**config.mk**
```make
export PLATFORM = sky130hd
export DESIGN_NAME = riscv_retire_checker_entry
export DESIGN_NICKNAME = d
export VERILOG_FILES = /design/src/rtl/riscv_retire_checker_entry.sv
export SDC_FILE = /design/constraint.sdc
export NUM_CORES = 1
export LEC_CHECK = 0
export ABC_AREA = 1
export BUFFER_PORTS_ARGS = -buffer_cell sky130_fd_sc_hd__buf_2
export CORE_MARGIN = 1.5
export CORE_UTILIZATION = 45
export DETAILED_ROUTE_END_ITERATION = 10
export PLACE_DENSITY = 0.76
export SKIP_CTS_REPAIR_TIMING = 1
export SLEW_MARGIN = 20
export SYNTH_ARGS = -nofsm -noshare
export SYNTH_HDL_FRONTEND = slang
export SYNTH_SLANG_ARGS = --single-unit
```
**constraint.sdc**
```tcl
create_clock -name CLK -period 1 [get_ports CLK]
set_input_delay 0.1 -clock CLK [delete_from_list [all_inputs] [get_ports CLK]]
set_output_delay 0.1 -clock CLK [all_outputs]
set_load 0.01 [all_outputs]
```
**src/rtl/riscv_retire_checker_entry.sv**
```systemverilog
// One answer-table entry: stores (num_inst, ans, mask), valid and passed,
// and flags when the current retire count hits this entry and whether the
// masked result agrees.
//   CLK/RST      clock, synchronous active-high reset (invalidates entry)
//   we           load entry and set valid
//   clr          clear passed (start of a run)
//   run          checker is in RUN; a hit with ok sets passed
//   cfg_*        entry contents to load
//   num_inst     core retire count, output_port core result
//   valid        entry loaded
//   match_c      valid, not yet passed, retire count equals entry count
//   ok_c         masked result equals masked answer
module riscv_retire_checker_entry #(
  parameter int unsigned DWIDTH = 32,
  parameter int unsigned CWIDTH = 32
) (
  input  logic              CLK,
  input  logic              RST,
  input  logic              we,
  input  logic              clr,
  input  logic              run,
  input  logic [CWIDTH-1:0] cfg_num_inst,
  input  logic [DWIDTH-1:0] cfg_ans,
  input  logic [DWIDTH-1:0] cfg_mask,
  input  logic [CWIDTH-1:0] num_inst,
  input  logic [DWIDTH-1:0] output_port,
  output logic              valid,
  output logic              match_c,
  output logic              ok_c
);
  logic [CWIDTH-1:0] e_num_inst;
  logic [DWIDTH-1:0] e_ans;
  logic [DWIDTH-1:0] e_mask;
  logic              passed;

  // Entry storage and pass tracking.
  always_ff @(posedge CLK) begin
    if (RST) begin
      valid      <= 1'b0;
      passed     <= 1'b0;
      e_num_inst <= '0;
      e_ans      <= '0;
      e_mask     <= '0;
    end else begin
      if (we) begin
        valid      <= 1'b1;
        e_num_inst <= cfg_num_inst;
        e_ans      <= cfg_ans;
        e_mask     <= cfg_mask;
      end
      if (clr) begin
        passed <= 1'b0;
      end else if (run && match_c && ok_c) begin
        passed <= 1'b1;
      end
    end
  end

  assign match_c = valid && !passed && (num_inst == e_num_inst);
  assign ok_c    = ((output_port ^ e_ans) & e_mask) == '0;

endmodule

```
# [Word level (Yosys, flattened, before mapping)]
# Cells that the tools add are included.
# Widths: inputs -> output; s select.
[op_classes] eq_ne=1 n_bitwise=2 reduce_logical=7
[op_table] op="$and 32x32->32" n=1
[op_table] op="$eq 32x32->1" n=1
[op_table] op="$logic_not 32->1" n=1
[op_table] op="$xor 32x32->32" n=1
[op_table] op="$logic_and 1x1->1" n=4
[op_table] op="$reduce_or 2->1" n=1
[op_table] op="$logic_not 1->1" n=1
[totals] register_bits=98 output_inout_bits=3 word_cells=15

# [Longest topological paths before layout]
[logic_depth] word_depth=5 depth_mapped=11 mapped_depth_nobuf=11

# [Least setup slack after synthesis]
# Ideal clock, no wire load.
[synth_timing] path_kind="reg2reg" start="register valid" end="register passed" setup_time_ps=66 arrival_time_ps=1118 setup_slack_ps=-184 stages_incl_launch_ff=9 path_buffers=0 period_less_slack_ps=1184 cell_sequence="dfxtp_1 > inv_1 > nor2_1 > nand4_1 > nor2_1 > nand3_1 > nor2_2 > nand3_2 > a21oi_2"
[synth_between] elab_chain_cells=4
[synth_rtl] element="start: declaration" line_no="27" source="output logic valid,"
[synth_rtl] element="start signal: assignment" line_no="39" source="valid <= 1'b0;"
[synth_rtl] element="start signal: assignment" line_no="46" source="valid <= 1'b1;"
[synth_rtl] element="$logic_and 1x1->1 (2 in series)" line_no="59" source="assign match_c = valid && !passed && (num_inst == e_num_inst);"
[synth_rtl] element="via match_c" line_no="28" source="output logic match_c,"
[synth_rtl] element="$logic_and 1x1->1 (2 in series)" line_no="53" source="end else if (run && match_c && ok_c) begin"
[synth_rtl] element="end signal: assignment" line_no="40" source="passed <= 1'b0;"
[synth_rtl] element="end signal: assignment" line_no="52" source="passed <= 1'b0;"
[synth_rtl] element="end signal: assignment" line_no="54" source="passed <= 1'b1;"
[synth_rtl] element="end: declaration" line_no="34" source="logic passed;"
# The timed path passes the listed nets, and every way through them passes these cells.
# A chain may end at the register's enable or synchronous reset.

# [Final worst setup path]
[layout_timing] start="register e_ans[0]" end="output port ok_c"
[layout_between] elab_chain_cells=3
[layout_rtl] element="start: declaration" line_no="32" source="logic [DWIDTH-1:0] e_ans;"
[layout_rtl] element="start signal: assignment" line_no="48" source="e_ans <= cfg_ans;"
[layout_rtl] element="$xor 32x32->32" line_no="60" source="assign ok_c = ((output_port ^ e_ans) & e_mask) == '0;"
[layout_rtl] element="$and 32x32->32" line_no="60"
[layout_rtl] element="$logic_not 32->1" line_no="60"
[layout_rtl] element="end: declaration" line_no="29" source="output logic ok_c"
# No other way between the ends.

==> impl_metrics.tcl <==
set metrics [dict create \
    clock_latency_ns 0.37 \
    viasPerCell 4.672 \
    max_slew_margin_pct 82.91 \
    drt_wl_total_um 13050 \
    reg2reg_from "e_ans[0]$_SDFFE_PP0P_" \
    numPortBuffers 167 \
    maxCapViolCount 0 \
    overflow 0 \
    leakage_uw 0.003335 \
    h-tree-depth 3 \
    failed_checks "negative hold slack, negative setup slack" \
    outcome "complete, but fails checks" \
    setup_violations 3 \
    rsz0062_at_grt "yes" \
    die_y_um 103.3 \
    finish.instance_area_um2 6650 \
    syn_area_per_cell_um2 6.406 \
    grt_pass1_wl_um 18150 \
    hold_path.class "input port to flop" \
    drc 0 \
    r2r_cells 12 \
    nets 1125 \
    reg2reg_to "passed$_SDFFE_PP0P_" \
    antenna_found_initial 1 \
    yosys_warnings 0 \
    cp_data_required_time_ns 0.90 \
    num_vias 5134 \
    dr.pass1.iters 5 \
    cp_data_arrival_time_ns 1.55 \
    ir_worst_vdd_v 0.0007286 \
    fp.coreArea_um2 9774 \
    fin_crit_sh_pct 165.1 \
    dp_hpwl_um 8540 \
    yosysUniqueCellTypes 21 \
    start_util_pct 46.34 \
    cts_root_buf "clkbuf_8" \
    syn-cell-area_um2 4529 \
    tightest_slew_ns 0.2564 \
    crit_fanout 2 \
    dp.cells 1017 \
    worst_slack_ns -0.6507 \
    finalPower_uw 8474 \
    dieWidth_um 103.3 \
    ys_ff_latch 98 \
    syn_nets 872 \
    rows 36 \
    endpoint_kind "output pin" \
    timing.hold.ws_ns -0.01961 \
    crit_path_start_kind "flop" \
    drtIter0Drc 140 \
    hold_path.startpoint "cfg_num_inst[28]" \
    wl_per_cell_um 11.87 \
    drive_gt1_share_pct 26.63 \
    clock_sinks 98 \
    holdPathEnd "e_num_inst[28]$_SDFFE_PP0P_" \
    hold_viol_final 2 \
    cts-buffers-inserted 9 \
    final.setup.tns_ns -1.689 \
    fin_worst_skew_ns 0.01268 \
    fillers 838 \
    cts_tree "yes" \
    drv_slew 0 \
    clk_pin_slew_ns 0.10 \
    layoutNonFillerInstCount 1099 \
    placed_area_um2 5781 \
    synth_cells 707 \
    hold_path_depth 3 \
    grt_max_degree 63 \
    power_density_nw_per_um2 1274 \
    cts_buffer_depth 2 \
    postRouteAntennaNets 0 \
    grt_pass1_vias 4307 \
    gp_congestion 0.7627 \
    areaGrowthSynthToFinish_pct 46.82 \
    ys_seq_area_share_pct 43.31 \
    r2r_slack_ns -0.42 \
    die_area_um2 10680 \
    path_class "flop to output pin" \
    grt_usage_pct 21.70 \
    pin_count 168 \
    clock.fmax_mhz 605.8 \
    period_needed_ns 1.651 \
]
[worst max-delay path, cell delays in order, from the launching register on]
cell	delay, ns
dfxtp_1	0.32
inv_1	0.06
nand2_1	0.05
nand3_1	0.06
nand2_1	0.06
inv_1	0.08
nand2_1	0.08
nor2_1	0.15
nand2_2	0.08
nor2_4	0.12
buf_6	0.12
[Yosys cell counts (all sizes together)]
master,count,area share [%]
nand3,19,2.2
o21ai,100,11
inv,77,6.4
nor2,196,16
a21oi,34,3.8
buf,15,1.6
clkbuf,16,1.3
xor2,3,0.58
dfxtp,98,43
nand4,4,0.55
nor3,1,0.11
xnor2,5,0.97
nand2,136,11
or2,3,0.41
[through the flow]
stage	util (%)	setup WS (ns)
2_1_floorplan	-	-0.1741
3_3_place_gp	59.14	-0.2904
3_5_place_dp	59.14	-0.3170
4_1_cts	61.03	-0.7378
5_1_grt	68.04	-0.7842
6_report	68.04	-0.6507
[placed cells by master (no fill, tap or decap)]
cell type / instances
nor2_1: 191
buf_2: 166
nand2_1: 134
o21ai_0: 89
dfxtp_1: 87
inv_1: 69
dlygate4sd3_1: 63
buf_4: 38
a21oi_1: 33
nand3_1: 16
o21ai_1: 11
dfxtp_2: 11
clkbuf_8: 10
inv_2: 7
xnor2_1: 5
buf_12: 5
nor2_2: 4
nand4_1: 4
xor2_1: 3
nand3_2: 3
inv_6: 3
nand2_2: 2
or2_1: 2
clkinv_2: 2
diode_2: 1
nor3_1: 1
nor2_4: 1
or2_2: 1
a21oi_2: 1
clkinv_4: 1
clkinvlp_4: 1
buf_6: 1
[worst max path at each step]
stage | startpoint | to | cells after the start
2_1_floorplan | e_num_inst[24]$_SDFFE_PP0P_ | passed$_SDFFE_PP0P_ | 10
3_3_place_gp | e_ans[27]$_SDFFE_PP0P_ | ok_c | 9
3_5_place_dp | e_ans[27]$_SDFFE_PP0P_ | ok_c | 9
4_1_cts | e_ans[27]$_SDFFE_PP0P_ | ok_c | 9
5_1_grt | e_ans[0]$_SDFFE_PP0P_ | ok_c | 10
6_report | e_ans[0]$_SDFFE_PP0P_ | ok_c | 10
[cell families (layout without fill, tap and decap cells)]
kind of cell              Yosys count  count (layout)  synth area share [%]
and+or+nand+nor                   359             359                 30.91
buffers and inverters             108             366                 9.337
AOI/OAI and AO/OA                 134             134                 14.89
xor gates and xnor gates            8               8                 1.547
other                               0               1                     0
DFF                                98              98                 43.31
[flip-flops by register name (all words and copies together) (netlist names)]
register / cells
e_ans: 32
e_mask: 32
e_num_inst: 32
valid: 1
passed: 1
[final cells by class]
cell class	instances	area, um^2	share of cell area, %
clock buffers	10	137.6	2.070
well taps	133	166.4	2.502
diodes	1	2.502	0.03763
repair buffers	273	1858	27.94
inverters	77	290.3	4.365
clock inverters	6	47.55	0.7150
multi-input cells	501	2172	32.66
flip-flops and latches	98	1976	29.71
[where the power goes]
| group | switching (uW) | internal [uW] |
|---|---|---|
| clock | 1450 | 1000 |
| combinational | 813 | 879 |
| sequential | 147 | 4180 |
[layer usage]
layer | vias to the layer above | track usage (%) | routed length (um)
met4 | 0 | 8.732 | 339
met3 | 31 | 7.460 | 974
met2 | 176 | 35.37 | 6320
met1 | 2223 | 26.36 | 5415
li1 | 2704 | - | -
met5 | - | 0 | 0
Power figures use the tool's default switching activity.
